`config.mk`:
```
export PLATFORM = sky130hd
export DESIGN_NAME = fe_sdf_stage_ctrl_flat
export DESIGN_NICKNAME = d
export VERILOG_FILES = /design/src/rtl/fe_sdf_stage_ctrl_pkg.sv /design/src/rtl/fe_sdf_stage_ctrl_if.sv /design/src/rtl/fe_sdf_stage_ctrl.sv /design/src/flat_wrapper.sv
export SDC_FILE = /design/constraint.sdc
export NUM_CORES = 1
export LEC_CHECK = 0
export ABC_AREA = 0
export BUFFER_PORTS_ARGS = -buffer_cell sky130_fd_sc_hd__buf_4
export CORE_ASPECT_RATIO = 0.75
export CORE_MARGIN = 2
export CORE_UTILIZATION = 49
export DETAILED_ROUTE_END_ITERATION = 12
export GPL_TIMING_DRIVEN = 0
export HOLD_SLACK_MARGIN = 0.1
export PLACE_DENSITY_LB_ADDON = 0.1
export SLEW_MARGIN = 0
export SYNTH_ARGS = -nofsm -noshare
export SYNTH_HDL_FRONTEND = slang
export SYNTH_SLANG_ARGS = --single-unit
```
`constraint.sdc`:
```
create_clock -name clk -period 2 [get_ports clk]
set_clock_uncertainty 0.15 [all_clocks]
set_input_delay 0.3 -clock clk [delete_from_list [all_inputs] [get_ports clk]]
set_output_delay 0.3 -clock clk [all_outputs]
set_load 0.1 [all_outputs]
```
`src/rtl/fe_sdf_stage_ctrl_pkg.sv`:
```
// Shared types and helpers for the radix-2 SDF FFT stage sequencer.
// Holds the FSM state encoding, the registered output bundle and the delay-depth helper.
package fe_sdf_pkg;

  typedef enum logic [1:0] {
    IDLE  = 2'd0,
    FILL  = 2'd1,
    RUN   = 2'd2,
    FLUSH = 2'd3
  } sdf_state_t;

  typedef struct packed {
    logic dl_shift;
    logic bf_en;
    logic rot_sel;
    logic zero_ins;
    logic valid;
    logic sof;
    logic err_sof;
    logic err_flush;
    logic busy;
  } sdf_ctrl_out_t;

  // Feedback delay depth of a stage: D = N / 2^(stg+1) with N = 2^nbw_c.
  function automatic int f_dl_depth(input int nbw_c, input int stg);
    return 1 << (nbw_c - 1 - stg);
  endfunction

endpackage

```
`src/rtl/fe_sdf_stage_ctrl_if.sv`:
```
// Framer-side/datapath-side control bundle of one SDF stage sequencer.
// slave is the sequencer view; master is the driver (framer/bench) view.
interface fe_sdf_stage_ctrl_if;

  logic i_valid;
  logic i_sof;
  logic i_flush;
  logic o_dl_shift;
  logic o_bf_en;
  logic o_rot_sel;
  logic o_zero_ins;
  logic o_valid;
  logic o_sof;
  logic o_err_sof;
  logic o_err_flush;
  logic o_busy;

  modport slave (
    input  i_valid,
    input  i_sof,
    input  i_flush,
    output o_dl_shift,
    output o_bf_en,
    output o_rot_sel,
    output o_zero_ins,
    output o_valid,
    output o_sof,
    output o_err_sof,
    output o_err_flush,
    output o_busy
  );

  modport master (
    output i_valid,
    output i_sof,
    output i_flush,
    input  o_dl_shift,
    input  o_bf_en,
    input  o_rot_sel,
    input  o_zero_ins,
    input  o_valid,
    input  o_sof,
    input  o_err_sof,
    input  o_err_flush,
    input  o_busy
  );

endinterface

```
`src/rtl/fe_sdf_stage_ctrl.sv`:
```
// Sequencer for one radix-2 single-delay-feedback FFT stage: frame position counter,
// butterfly/rotation selects, delay-line enable, flush zero-insertion and output framing.
module fe_sdf_stage_ctrl
  import fe_sdf_pkg::*;
#(
  parameter int NBW_C  = 4,
  parameter int STG    = 0,
  parameter int ROT_EN = 1
) (
  input  logic               clk,
  input  logic               rst_async_n,
  fe_sdf_stage_ctrl_if.slave bus
);

  localparam int D       = f_dl_depth(NBW_C, STG);
  localparam int BF_BIT  = NBW_C - 1 - STG;
  localparam int ROT_BIT = (BF_BIT > 0) ? BF_BIT - 1 : 0;
  localparam bit ROT_ON  = (ROT_EN != 0) && (BF_BIT > 0);

  localparam logic [NBW_C-1:0] D_CNT  = NBW_C'(D);
  localparam logic [NBW_C-1:0] D_M1   = NBW_C'(D - 1);
  localparam logic [NBW_C-1:0] CNT_LAST = '1;

  sdf_state_t        state_q, state_d;
  logic [NBW_C-1:0]  cnt_q, cnt_d;
  logic              wrapped_q, wrapped_d;
  sdf_ctrl_out_t     out_q, out_d;

  logic              shift;
  logic              out_valid;
  logic              zero_ins;
  logic              err_sof;
  logic              err_flush;
  logic              rot_hit;
  logic [NBW_C-1:0]  cnt_eff;
  logic [NBW_C-1:0]  cnt_inc;

  // cnt_eff is the frame position the current shift is attributed to; a restarting
  // sof forces it to 0 so the sample becomes the first of a fresh frame.
  always_comb begin
    state_d   = state_q;
    cnt_d     = cnt_q;
    wrapped_d = wrapped_q;
    shift     = 1'b0;
    out_valid = 1'b0;
    zero_ins  = 1'b0;
    err_sof   = 1'b0;
    err_flush = 1'b0;
    cnt_eff   = cnt_q;
    cnt_inc   = cnt_q + 1'b1;

    unique case (state_q)
      IDLE: begin
        if (bus.i_valid && bus.i_sof) begin
          shift   = 1'b1;
          cnt_eff = '0;
          state_d = (cnt_eff == D_M1) ? RUN : FILL;
        end
      end

      FILL: begin
        if (bus.i_flush) begin
          state_d = IDLE;
        end else if (bus.i_valid) begin
          shift = 1'b1;
          if (bus.i_sof && (cnt_q != '0)) begin
            cnt_eff = '0;
            err_sof = 1'b1;
          end
          state_d = (cnt_eff == D_M1) ? RUN : FILL;
        end
      end

      RUN: begin
        if (bus.i_flush) begin
          // A sample arriving with the flush is taken as an ordinary one; alignment
          // is judged on the position that follows it.
          shift     = bus.i_valid;
          out_valid = bus.i_valid;
          state_d   = FLUSH;
          if (bus.i_valid) begin
            wrapped_d = (cnt_inc == '0);
            err_flush = (cnt_inc != '0);
          end else begin
            wrapped_d = (cnt_q == '0);
            err_flush = (cnt_q != '0);
          end
        end else if (bus.i_valid) begin
          shift = 1'b1;
          if (bus.i_sof && (cnt_q != '0)) begin
            cnt_eff = '0;
            err_sof = 1'b1;
            state_d = (cnt_eff == D_M1) ? RUN : FILL;
          end else begin
            out_valid = 1'b1;
          end
        end
      end

      FLUSH: begin
        shift     = 1'b1;
        out_valid = 1'b1;
        zero_ins  = 1'b1;
        err_flush = bus.i_valid;
        if (cnt_q == CNT_LAST) begin
          wrapped_d = 1'b1;
        end
        if (wrapped_q && (cnt_q == D_M1)) begin
          state_d   = IDLE;
          wrapped_d = 1'b0;
        end
      end

      default: begin
        state_d = IDLE;
      end
    endcase

    if (shift) begin
      cnt_d = cnt_eff + 1'b1;
    end
  end

  assign rot_hit = ROT_ON & cnt_eff[BF_BIT] & cnt_eff[ROT_BIT];

  // o_sof marks output index 0 of a frame, including one reached while draining.
  always_comb begin
    out_d           = '0;
    out_d.dl_shift  = shift;
    out_d.bf_en     = shift & cnt_eff[BF_BIT];
    out_d.rot_sel   = shift & rot_hit;
    out_d.zero_ins  = zero_ins;
    out_d.valid     = out_valid;
    out_d.sof       = out_valid & (cnt_eff == D_CNT);
    out_d.err_sof   = err_sof;
    out_d.err_flush = err_flush;
    out_d.busy      = (state_d != IDLE);
  end

  always_ff @(posedge clk or negedge rst_async_n) begin
    if (!rst_async_n) begin
      state_q   <= IDLE;
      cnt_q     <= '0;
      wrapped_q <= 1'b0;
      out_q     <= '0;
    end else begin
      state_q   <= state_d;
      cnt_q     <= cnt_d;
      wrapped_q <= wrapped_d;
      out_q     <= out_d;
    end
  end

  assign bus.o_dl_shift  = out_q.dl_shift;
  assign bus.o_bf_en     = out_q.bf_en;
  assign bus.o_rot_sel   = out_q.rot_sel;
  assign bus.o_zero_ins  = out_q.zero_ins;
  assign bus.o_valid     = out_q.valid;
  assign bus.o_sof       = out_q.sof;
  assign bus.o_err_sof   = out_q.err_sof;
  assign bus.o_err_flush = out_q.err_flush;
  assign bus.o_busy      = out_q.busy;

  // Structural invariants of the registered output bundle.
  a_valid_shift : assert property (@(posedge clk) disable iff (!rst_async_n)
    bus.o_valid |-> bus.o_dl_shift);
  a_zero_valid : assert property (@(posedge clk) disable iff (!rst_async_n)
    bus.o_zero_ins |-> bus.o_valid);
  a_sof_bf : assert property (@(posedge clk) disable iff (!rst_async_n)
    bus.o_sof |-> (bus.o_valid && bus.o_bf_en));
  a_rot_bf : assert property (@(posedge clk) disable iff (!rst_async_n)
    bus.o_rot_sel |-> bus.o_bf_en);

endmodule
```
`src/flat_wrapper.sv`:
```
// flat-port wrapper written by rule: the top's interface ports become plain ports
module fe_sdf_stage_ctrl_flat import fe_sdf_pkg::*;
#(
  parameter int NBW_C  = 4,
  parameter int STG    = 0,
  parameter int ROT_EN = 1
)
  (clk, rst_async_n, bus_i_valid, bus_i_sof, bus_i_flush, bus_o_dl_shift, bus_o_bf_en, bus_o_rot_sel, bus_o_zero_ins, bus_o_valid, bus_o_sof, bus_o_err_sof, bus_o_err_flush, bus_o_busy);
  fe_sdf_stage_ctrl_if bus_i ();
  input  logic clk;
  input  logic rst_async_n;
  input wire logic [$bits(bus_i.i_valid)-1:0] bus_i_valid;
  input wire logic [$bits(bus_i.i_sof)-1:0] bus_i_sof;
  input wire logic [$bits(bus_i.i_flush)-1:0] bus_i_flush;
  output wire logic [$bits(bus_i.o_dl_shift)-1:0] bus_o_dl_shift;
  output wire logic [$bits(bus_i.o_bf_en)-1:0] bus_o_bf_en;
  output wire logic [$bits(bus_i.o_rot_sel)-1:0] bus_o_rot_sel;
  output wire logic [$bits(bus_i.o_zero_ins)-1:0] bus_o_zero_ins;
  output wire logic [$bits(bus_i.o_valid)-1:0] bus_o_valid;
  output wire logic [$bits(bus_i.o_sof)-1:0] bus_o_sof;
  output wire logic [$bits(bus_i.o_err_sof)-1:0] bus_o_err_sof;
  output wire logic [$bits(bus_i.o_err_flush)-1:0] bus_o_err_flush;
  output wire logic [$bits(bus_i.o_busy)-1:0] bus_o_busy;
  assign bus_i.i_valid = bus_i_valid;
  assign bus_i.i_sof = bus_i_sof;
  assign bus_i.i_flush = bus_i_flush;
  assign bus_o_dl_shift = bus_i.o_dl_shift;
  assign bus_o_bf_en = bus_i.o_bf_en;
  assign bus_o_rot_sel = bus_i.o_rot_sel;
  assign bus_o_zero_ins = bus_i.o_zero_ins;
  assign bus_o_valid = bus_i.o_valid;
  assign bus_o_sof = bus_i.o_sof;
  assign bus_o_err_sof = bus_i.o_err_sof;
  assign bus_o_err_flush = bus_i.o_err_flush;
  assign bus_o_busy = bus_i.o_busy;
  fe_sdf_stage_ctrl #(.NBW_C(NBW_C), .STG(STG), .ROT_EN(ROT_EN)) u_core (.clk(clk), .rst_async_n(rst_async_n), .bus(bus_i));
endmodule
```
# == Yosys cells after proc, flatten, opt, wreduce, memory -nomap -nowiden ==
# Cells that the tools add are included.
# word_totals
reg_bits,16
latchBits,0
mem_bits_rw,0
romBits,0
inputBits,5
output_inout_bits,9
memories,0
# op_classes
add_sub_neg,2
mul,0
n_div,0
magnitude_cmp,0
n_eq_ne,9
shift,0
muxes,41
bitwise_logic,4
reduce_logical,12
# op_table
op,count
$mux W4,9
$mux W1,18
$mux W2,8
$pmux W4 S3,1
$add A4 B1 Y4 const B,2
$eq A4 B3 Y1 const B,2
$eq A4 B4 Y1 const B,2
$logic_not A4 Y1,2
$pmux W2 S4,1
$reduce_bool A4 Y1,2
$pmux W1 S2,3
$and A1 B1 Y1,4
$eq A2 B2 Y1 const B,2
$pmux W1 S4,1
$reduce_bool A2 Y1,2
$logic_and A1 B1 Y1,3
$ne A3 B1 Y1 const B,1
$reduce_and A3 Y1,1
$eq A2 B1 Y1 const B,1
$logic_not A2 Y1,1
$ne A2 B2 Y1 const B,1
$reduce_or A2 Y1,1

# == Longest topological paths before layout ==
# Gate-level depths: netlist of the first run.
# logic_depth
word_depth,12
depth_mapped,11
depth_no_buf,10

# == Worst setup path after synthesis of the first run ==
# No wires, ideal clock.
# synth_path
path_type,flip-flop to flip-flop
from,register u_core.state_q[0]
to,register u_core.cnt_q[1]
setup_ns,0.125
arrival_time_ns,1.850
required_time_ns,1.725
setup_slack_ns,-0.125
stages_incl_launch_ff,11
path_buffers,1
synth_period_minus_slack_ns,2.125
cell_sequence,dfrtp_1 inv_1 ha_1 buf_2 nor2_1 a31oi_1 or2_1 and2_1 inv_2 ha_1 mux2_2
# synth_between
elab_chain_cells,3
# synth_lines
element,line_no,source
"start, declared",fe_sdf_stage_ctrl.sv:24,"sdf_state_t state_q, state_d;"
"start signal, assigned",fe_sdf_stage_ctrl.sv:147,state_q <= state_d;
$eq A2 B2 Y1 (tied with other cells),fe_sdf_stage_ctrl.sv:52,unique case (state_q)
$pmux W4 S3,fe_sdf_stage_ctrl.sv:52,
$add A4 B1 Y4,fe_sdf_stage_ctrl.sv:120,cnt_d = cnt_eff + 1'b1;
"end signal, assigned",fe_sdf_stage_ctrl.sv:148,cnt_q <= cnt_d;
"end, declared",fe_sdf_stage_ctrl.sv:25,"logic [NBW_C-1:0] cnt_q, cnt_d;"
# Several ways; a longest one is shown, not always the timed one.
# A chain may end at the register's enable or synchronous reset.

# == Final worst setup path of the first run ==
# layout_path
from,register u_core.state_q[1]
to,register u_core.cnt_q[1]
# The elaborated chain is that of the path after synthesis.

==> run_summary.xml, run 1 <==
<?xml version="1.0" encoding="UTF-8"?>
<metrics>
  <group name="timing">
    <metric name="timing.fmax" unit="GHz">0.483</metric>
    <metric name="max-slew-margin-rel" unit="%">77.8</metric>
    <metric name="setup_viol" unit="">1</metric>
    <metric name="final_hold_vios" unit="">0</metric>
    <metric name="timing.final.max_slew_violations" unit="">0</metric>
    <metric name="grt_setup_unrepaired" unit="">yes</metric>
    <metric name="max_slew.worst_pin.slew" unit="ns">0.330</metric>
    <metric name="setup_ws" unit="ns">-0.0717</metric>
    <metric name="fin_crit" unit="ns">2.07</metric>
    <metric name="share_of_the_clock_period_used_by_the_worst_path_after_layout" unit="%">104</metric>
    <metric name="setup_total_negative_slack" unit="ns">-0.0717</metric>
  </group>
  <group name="global_route">
    <metric name="number_of_antenna_violations_at_the_first_check_in_global_routing" unit="">0</metric>
    <metric name="grt_util_all_layers" unit="%">19.8</metric>
    <metric name="grt_max_degree" unit="">17</metric>
    <metric name="global_route_wire_length_before_repair" unit="um">3250</metric>
    <metric name="globalRouteOverflowTotal" unit="">0</metric>
    <metric name="first_global_vias" unit="">698</metric>
  </group>
  <group name="setup_path">
    <metric name="critical_path.startpoint_type" unit="">flip-flop</metric>
    <metric name="path_class" unit="">flip-flop to flip-flop</metric>
    <metric name="cp_max_fanout" unit="">3</metric>
    <metric name="critPathMaxStageDelay" unit="ns">0.42</metric>
    <metric name="ff2ff_setup_slack" unit="ns">-0.07</metric>
    <metric name="cp_cell_sequence" unit="">inv_2, ha_4, nor2_4, a31oi_4, or2_4, and2_4, inv_2, ha_4, mux2_4</metric>
    <metric name="timing.critical_path.slowest_stage_cell" unit="">sky130_fd_sc_hd__dfrtp_1</metric>
    <metric name="worst-endpoint-required" unit="ns">2.03</metric>
    <metric name="critical_path_arrival" unit="ns">2.10</metric>
    <metric name="worst_setup_path_end_kind" unit="">flip-flop</metric>
  </group>
  <group name="clock_tree">
    <metric name="cts_made_buffers" unit="">3</metric>
    <metric name="cts_root_buf" unit="">sky130_fd_sc_hd__clkbuf_4</metric>
    <metric name="cts_sink_count" unit="">16</metric>
    <metric name="cts_tree" unit="">built</metric>
    <metric name="clk-insertion-delay-late" unit="ns">0.28</metric>
    <metric name="clkSlewWorstSetupHoldPaths" unit="ns">0.10</metric>
    <metric name="cts-htree-levels" unit="">1</metric>
    <metric name="cts_buffer_depth" unit="">2</metric>
  </group>
  <group name="floorplanning">
    <metric name="die_y" unit="um">41.6</metric>
    <metric name="floorplan_die_area" unit="um^2">2250</metric>
    <metric name="i_o_pins" unit="">14</metric>
    <metric name="core_area" unit="um^2">1760</metric>
    <metric name="die_x" unit="um">54.2</metric>
    <metric name="fp-row-count" unit="">13</metric>
    <metric name="initial_utilization" unit="%">52.6</metric>
  </group>
  <group name="drt">
    <metric name="avgViaCountPerCell" unit="">5.52</metric>
    <metric name="detailedRoute.firstPassIterationCount" unit="">4</metric>
    <metric name="routed_wire_length_per_instance" unit="um">15.0</metric>
    <metric name="route.final.wire_length" unit="um">2110</metric>
    <metric name="drc_violation_total_after_the_first_tritonroute_iteration" unit="">19</metric>
    <metric name="detail-route-antenna-nets" unit="">0</metric>
    <metric name="post-route-drc-count" unit="">0</metric>
    <metric name="count_of_vias_placed_by_the_detailed_router" unit="">779</metric>
  </group>
  <group name="finish">
    <metric name="fillerInstances" unit="">119</metric>
    <metric name="area_taken_by_flip_flops_and_latches" unit="um^2">400</metric>
    <metric name="post_layout_nonfiller_instances" unit="">141</metric>
    <metric name="insertedDiodeCount" unit="">0</metric>
    <metric name="area.growth.synth_to_final" unit="%">37.1</metric>
    <metric name="design.final.nets" unit="">131</metric>
    <metric name="final_util" unit="%">72.2</metric>
    <metric name="final_layout_size_suffix_gt1_share" unit="%">47.1</metric>
    <metric name="multi_input_area" unit="um^2">587</metric>
  </group>
  <group name="placement">
    <metric name="detailedPlace.worstSlack" unit="ns">-0.223</metric>
    <metric name="detailed_place_hpwl" unit="um">1350</metric>
    <metric name="global_placement_routability_congestion" unit="">0.830</metric>
    <metric name="place.port_buffers" unit="">13</metric>
    <metric name="placedCellCount" unit="">128</metric>
  </group>
  <group name="synthesis">
    <metric name="yosys_most_used_dff" unit="">sky130_fd_sc_hd__dfrtp_1</metric>
    <metric name="netlist_top_cells_area" unit="">sky130_fd_sc_hd__dfrtp_1 43%, sky130_fd_sc_hd__ha_1 8.1%, sky130_fd_sc_hd__nand2_1 3.7%</metric>
    <metric name="synth.yosys.warnings" unit="">0</metric>
    <metric name="yosysSeqAreaShare" unit="%">43.3</metric>
    <metric name="synth.avg_cell_area" unit="um^2">9.94</metric>
    <metric name="post_synth_num_cell_types" unit="">35</metric>
    <metric name="synth_fp_nets" unit="">104</metric>
    <metric name="synth.cells.most_frequent" unit="">16 x sky130_fd_sc_hd__dfrtp_1, 9 x sky130_fd_sc_hd__nand2_1, 6 x sky130_fd_sc_hd__ha_1</metric>
    <metric name="synthesis.instances" unit="">93</metric>
    <metric name="synth_edf_count" unit="">0</metric>
    <metric name="synth_top_cell_area_share" unit="%">43.3</metric>
    <metric name="syn-cell-area" unit="um^2">925</metric>
    <metric name="synth_most_common_cell" unit="">sky130_fd_sc_hd__dfrtp_1</metric>
    <metric name="synth_area_leader_cell" unit="">sky130_fd_sc_hd__dfrtp_1</metric>
    <metric name="async_flop_share" unit="%">100</metric>
    <metric name="synth_seq_cells" unit="">16</metric>
  </group>
  <group name="outcome">
    <metric name="run_status" unit="">finished, violations left</metric>
    <metric name="failed_checks" unit="">negative setup slack</metric>
  </group>
  <group name="power_and_ir_drop">
    <metric name="power_density" unit="nW/um^2">1210</metric>
    <metric name="vdd_ir_drop_max" unit="V">0.000972</metric>
    <metric name="power.leakage" unit="nW">0.583</metric>
  </group>
  <group name="run">
    <metric name="maxCapViolations" unit="">0</metric>
  </group>
  <group name="worst_hold_path">
    <metric name="hold_path_class" unit="">primary input to asynchronous set/reset pin</metric>
  </group>
</metrics>
==> per-stage QoR <==
stage | instance area (um^2) | power, mW | hold slack [ns]
2_1_floorplan | 946 | 0.940 | -0.146
3_3_place_gp | 1070 | 1.06 | 0.0140
3_5_place_dp | 1070 | 1.07 | 0.0181
4_1_cts | 1180 | 1.39 | 0.221
5_1_grt | 1270 | 1.65 | 0.241
6_report | 1270 | 1.54 | 0.246
==> per-layer routing <==
metal	wire length, um	part of all wire (%)	GRT usage, %	vias to the layer above
li1	-	-	-	383
met1	1090	52	32.3	355
met2	840	40	26.5	33
met3	134	6.3	4.32	8
met4	43	2.0	4.00	0
met5	0	0	0	-
==> where the power goes <==
| part | internal (mW) | total, mW | switching [mW] | leakage, nW |
|---|---|---|---|---|
| registers | 0.387 | 0.459 | 0.0718 | 0.209 |
| logic | 0.389 | 0.862 | 0.473 | 0.353 |
| clock network | 0.111 | 0.217 | 0.106 | 0.0210 |
| total | 0.887 | 1.54 | 0.651 | 0.583 |
==> path summary, 6_finish.rpt <==
check | from | to | cells after the start
max in group asynchronous | rst_async_n | u_core.cnt_q[3] | 2
min in group clk | bus_i_flush | u_core.bus.o_err_flush | 3
worst max-delay path | u_core.state_q[1] | u_core.cnt_q[1] | 9
worst min register to register | u_core.cnt_q[2] | u_core.bus.o_sof | 1
worst max register to register | u_core.state_q[1] | u_core.cnt_q[1] | 9
worst min-delay path | rst_async_n | u_core.bus.o_valid | 2
==> sequential cells by signal (all words and copies together), names as in the netlist <==
name and flops:
u_core.bus.o_zero_ins 1, u_core.bus.o_err_sof 1, u_core.state_q 2, u_core.bus.o_bf_en 1
u_core.bus.o_rot_sel 1, u_core.bus.o_busy 1, u_core.bus.o_sof 1, u_core.wrapped_q 1
u_core.bus.o_valid 1, u_core.bus.o_dl_shift 1, u_core.bus.o_err_flush 1, u_core.cnt_q 4
==> cell usage in the layout (no fill, tap or decap), types with 2 or more instances in the layout <==
master and n:
sky130_fd_sc_hd__nor3_1 2, sky130_fd_sc_hd__inv_2 4, sky130_fd_sc_hd__nand2_2 2, sky130_fd_sc_hd__nand3_1 4
sky130_fd_sc_hd__ha_2 2, sky130_fd_sc_hd__nor2b_1 2, sky130_fd_sc_hd__inv_1 3, sky130_fd_sc_hd__ha_4 2
sky130_fd_sc_hd__o21ai_1 2, sky130_fd_sc_hd__buf_4 21, sky130_fd_sc_hd__nand2_1 6, sky130_fd_sc_hd__dlygate4sd3_1 2
sky130_fd_sc_hd__dfrtp_1 16, sky130_fd_sc_hd__a21oi_1 2, sky130_fd_sc_hd__a31oi_1 2, sky130_fd_sc_hd__nor2_1 3
sky130_fd_sc_hd__nand3b_1 2, sky130_fd_sc_hd__o21ai_0 4, sky130_fd_sc_hd__ha_1 2, sky130_fd_sc_hd__clkbuf_4 4
sky130_fd_sc_hd__mux2_4 2
==> worst max-delay path: cells and delay by family (launching register included) <==
family / cells / cell delay (ns)
AO/OA/AOI/OAI: 1 / 0.05
adder cells (fa/ha/maj): 2 / 0.40
buffers and inverters: 2 / 0.15
flip-flops: 1 / 0.42
multiplexers: 1 / 0.26
AND/OR/NAND/NOR: 3 / 0.53
==> area by class of cell <==
type	instances	area share, %
well taps	22	2.17
flip-flops and latches	16	31.6
clock buffers	4	2.86
inverters	7	2.07
multi-input cells	67	46.3
repair buffers	23	14.0
plain buffers	2	0.987
==> cells by family after synthesis <==
| group | Yosys count | share of synthesized area, % |
|---|---|---|
| compound gates | 21 | 17.7 |
| flops | 16 | 43.3 |
| fa+ha+maj | 6 | 8.12 |
| xor+xnor | 1 | 0.947 |
| simple gates | 37 | 22.7 |
| mux | 2 | 2.44 |
| buf+inv | 10 | 4.74 |
==> what timing repair did <==
item	CTS	global route
hold endpoints to repair	17	0
gates resized for setup	3	17
setup buffers	6	2
pin swaps	4	6
setup endpoints to repair	3	7
hold buffers	2	0
Power figures use the tool's default switching activity.
==> run 2, diff against run 1 <==
Settings changed: CORE_UTILIZATION 49 to 51.
Clock period 2 ns to 2.4 ns, I/O delays scaled along.
==> run 2 against run 1 <==
Net effect: the run now ends clean; register-to-register slack improved by 0.24 ns; routed wire length fell by 15%; worst hold slack got worse by 0.11 ns; cell count fell by 5.0%; critical endpoint unchanged; largest cell class unchanged; first-iteration DRC count rose by 5.3%.
==> run_summary.xml, run 2 (synthesis results as in run 1) <==
<?xml version="1.0" encoding="UTF-8"?>
<metrics>
  <group name="setup_path">
    <metric name="cp_cell_sequence" unit="">inv_2, ha_1, clkbuf_4, nor2_1, a31oi_1, or2_1, and2_1, inv_2, ha_1, mux2_2</metric>
    <metric name="regToRegStartpoint" unit="">u_core.state_q[0]</metric>
    <metric name="endpoint_of_the_most_critical_setup_path" unit="">u_core.cnt_q[1]</metric>
    <metric name="timing.critical_path.slowest_stage_cell" unit="">sky130_fd_sc_hd__dfrtp_2</metric>
    <metric name="cp_num_buf_inv" unit="">3</metric>
    <metric name="cp-startpoint" unit="">u_core.state_q[0]</metric>
    <metric name="crit-reg2reg-capture" unit="">u_core.cnt_q[1]</metric>
    <metric name="critical_path_arrival" unit="ns">2.28</metric>
    <metric name="worst-endpoint-required" unit="ns">2.45</metric>
    <metric name="worst_setup_path_end_kind" unit="">flip-flop</metric>
    <metric name="cp_num_cells" unit="">10</metric>
    <metric name="path_class" unit="">flip-flop to flip-flop</metric>
    <metric name="critical_path.startpoint_type" unit="">flip-flop</metric>
    <metric name="worst-r2r-cell-count" unit="">10</metric>
    <metric name="critPathMaxStageDelay" unit="ns">0.45</metric>
    <metric name="cp_top_family" unit="">flip-flops</metric>
    <metric name="cp_max_fanout" unit="">9</metric>
    <metric name="ff2ff_setup_slack" unit="ns">0.17</metric>
  </group>
  <group name="clock_tree">
    <metric name="cts_root_buf" unit="">sky130_fd_sc_hd__clkbuf_4</metric>
    <metric name="cts_tree" unit="">built</metric>
    <metric name="cts_sink_count" unit="">16</metric>
    <metric name="cts_buffer_depth" unit="">2</metric>
    <metric name="clk-insertion-delay-late" unit="ns">0.30</metric>
    <metric name="cts-htree-levels" unit="">1</metric>
    <metric name="cts_made_buffers" unit="">3</metric>
    <metric name="clkSlewWorstSetupHoldPaths" unit="ns">0.11</metric>
  </group>
  <group name="placement">
    <metric name="place.port_buffers" unit="">13</metric>
    <metric name="placedCellCount" unit="">128</metric>
    <metric name="global_placement_routability_congestion" unit="">0.905</metric>
    <metric name="detailedPlace.worstSlack" unit="ns">0.0795</metric>
    <metric name="dpl_cell_area" unit="um^2">1050</metric>
    <metric name="detailed_place_hpwl" unit="um">1320</metric>
  </group>
  <group name="drt">
    <metric name="drc_violation_total_after_the_first_tritonroute_iteration" unit="">20</metric>
    <metric name="routed_wire_length_per_instance" unit="um">13.4</metric>
    <metric name="detailedRoute.firstPassIterationCount" unit="">4</metric>
    <metric name="route.final.wire_length" unit="um">1790</metric>
    <metric name="count_of_vias_placed_by_the_detailed_router" unit="">729</metric>
    <metric name="detail-route-antenna-nets" unit="">0</metric>
    <metric name="avgViaCountPerCell" unit="">5.44</metric>
    <metric name="post-route-drc-count" unit="">0</metric>
  </group>
  <group name="global_route">
    <metric name="global_route_wire_length_before_repair" unit="um">2920</metric>
    <metric name="grt_util_all_layers" unit="%">20.2</metric>
    <metric name="number_of_antenna_violations_at_the_first_check_in_global_routing" unit="">0</metric>
    <metric name="globalRouteOverflowTotal" unit="">0</metric>
    <metric name="grt_max_degree" unit="">17</metric>
    <metric name="first_global_vias" unit="">618</metric>
  </group>
  <group name="finish">
    <metric name="fillerInstances" unit="">155</metric>
    <metric name="design.final.nets" unit="">124</metric>
    <metric name="insertedDiodeCount" unit="">0</metric>
    <metric name="layout_common_cells" unit="">14 x sky130_fd_sc_hd__buf_4, 14 x sky130_fd_sc_hd__dfrtp_1, 9 x sky130_fd_sc_hd__nand2_1</metric>
    <metric name="final_cell_area" unit="um^2">1110</metric>
    <metric name="final_layout_size_suffix_gt1_share" unit="%">31.3</metric>
    <metric name="biggestRegsByFlops" unit="">u_core.cnt_q (4), u_core.state_q (2)</metric>
    <metric name="largest_register" unit="">u_core.cnt_q</metric>
    <metric name="multi_input_area" unit="um^2">480</metric>
    <metric name="largest_register_ffs" unit="">4</metric>
    <metric name="final_util" unit="%">64.3</metric>
    <metric name="post_layout_nonfiller_instances" unit="">134</metric>
    <metric name="area_taken_by_flip_flops_and_latches" unit="um^2">403</metric>
    <metric name="area.growth.synth_to_final" unit="%">19.9</metric>
  </group>
  <group name="outcome">
    <metric name="run_status" unit="">complete, no violations</metric>
  </group>
  <group name="power_and_ir_drop">
    <metric name="vdd_ir_drop_max" unit="V">0.000597</metric>
    <metric name="post-layout-total-power" unit="mW">1.05</metric>
    <metric name="power_density" unit="nW/um^2">951</metric>
    <metric name="power.leakage" unit="nW">0.525</metric>
  </group>
  <group name="timing">
    <metric name="share_of_the_clock_period_used_by_the_worst_path_after_layout" unit="%">92.9</metric>
    <metric name="timing.final.max_slew_violations" unit="">0</metric>
    <metric name="worst_hold_slack" unit="ns">0.133</metric>
    <metric name="max-slew-margin-rel" unit="%">75.3</metric>
    <metric name="setup_ws" unit="ns">0.170</metric>
    <metric name="final_hold_vios" unit="">0</metric>
    <metric name="fin_crit" unit="ns">2.23</metric>
    <metric name="setup_total_negative_slack" unit="ns">0</metric>
    <metric name="max_slew.worst_pin.slew" unit="ns">0.370</metric>
    <metric name="timing.fmax" unit="GHz">0.448</metric>
    <metric name="setup_viol" unit="">0</metric>
  </group>
  <group name="floorplanning">
    <metric name="fp-row-count" unit="">13</metric>
    <metric name="core_area" unit="um^2">1720</metric>
    <metric name="die_y" unit="um">40.9</metric>
    <metric name="floorplan_die_area" unit="um^2">2170</metric>
    <metric name="i_o_pins" unit="">14</metric>
    <metric name="die_x" unit="um">53.2</metric>
    <metric name="initial_utilization" unit="%">53.6</metric>
  </group>
  <group name="worst_hold_path">
    <metric name="hold_path_class" unit="">primary input to flip-flop</metric>
    <metric name="min-delay-start" unit="">bus_i_flush</metric>
  </group>
  <group name="run">
    <metric name="maxCapViolations" unit="">0</metric>
  </group>
</metrics>
[run 2: cell count changes in the layout (fill, tap and decap cells not counted), sizes merged]
cell	change
buf	-7
clkbuf	+1
dlygate4sd3	-1
[run 2: how the worst min path moves through the flow]
stage | to | slack, ns | cells past startpoint
final | u_core.bus.o_err_sof | 0.13 | 2
after global routing | u_core.bus.o_err_sof | 0.12 | 2
after CTS | u_core.bus.o_err_sof | 0.12 | 2
after detailed placement | u_core.state_q[1] | 0.08 | 1
after global placement | u_core.bus.o_busy | 0.07 | 1
after floorplan | u_core.bus.o_bf_en | -0.09 | 0
[run 2: report_power, final]
part | switching [mW] | internal, mW | leakage [nW]
clock | 0.0880 | 0.0925 | 0.0210
sequential | 0.0554 | 0.324 | 0.206
combinational | 0.308 | 0.186 | 0.298
[run 2: area by class of cell]
class,instances,area share (%)
Multi-Input combinational cell,67,43.3
Sequential cell,16,36.3
Timing Repair Buffer,15,10.4
Clock buffer,4,3.27
Tap cell,22,2.48
Inverter,7,2.37
Buffer,3,1.81
[run 2: metal layers]
| metal | vias to the layer above | GRT usage (%) | part of all wire (%) |
|---|---|---|---|
| li1 | 364 | - | - |
| met1 | 341 | 28.6 | 54 |
| met2 | 19 | 28.4 | 40 |
| met3 | 5 | 5.47 | 5.0 |
| met4 | 0 | 9.62 | 1.9 |
| met5 | - | 0 | 0 |
[run 2: worst register-to-register path, stage by stage, from the launching register on]
cell and delay, ns:
sky130_fd_sc_hd__dfrtp_2 0.45, sky130_fd_sc_hd__inv_2 0.09, sky130_fd_sc_hd__ha_1 0.14, sky130_fd_sc_hd__clkbuf_4 0.19, sky130_fd_sc_hd__nor2_1 0.06, sky130_fd_sc_hd__a31oi_1 0.19
sky130_fd_sc_hd__or2_1 0.17, sky130_fd_sc_hd__and2_1 0.17, sky130_fd_sc_hd__inv_2 0.04, sky130_fd_sc_hd__ha_1 0.25, sky130_fd_sc_hd__mux2_2 0.26
[run 2: timing repair]
action	CTS	global route
hold buffers	1	0
endpoints found under the setup margin	0	1
endpoints found under the hold margin	16	0
setup buffers	0	1
gates resized for setup	0	4
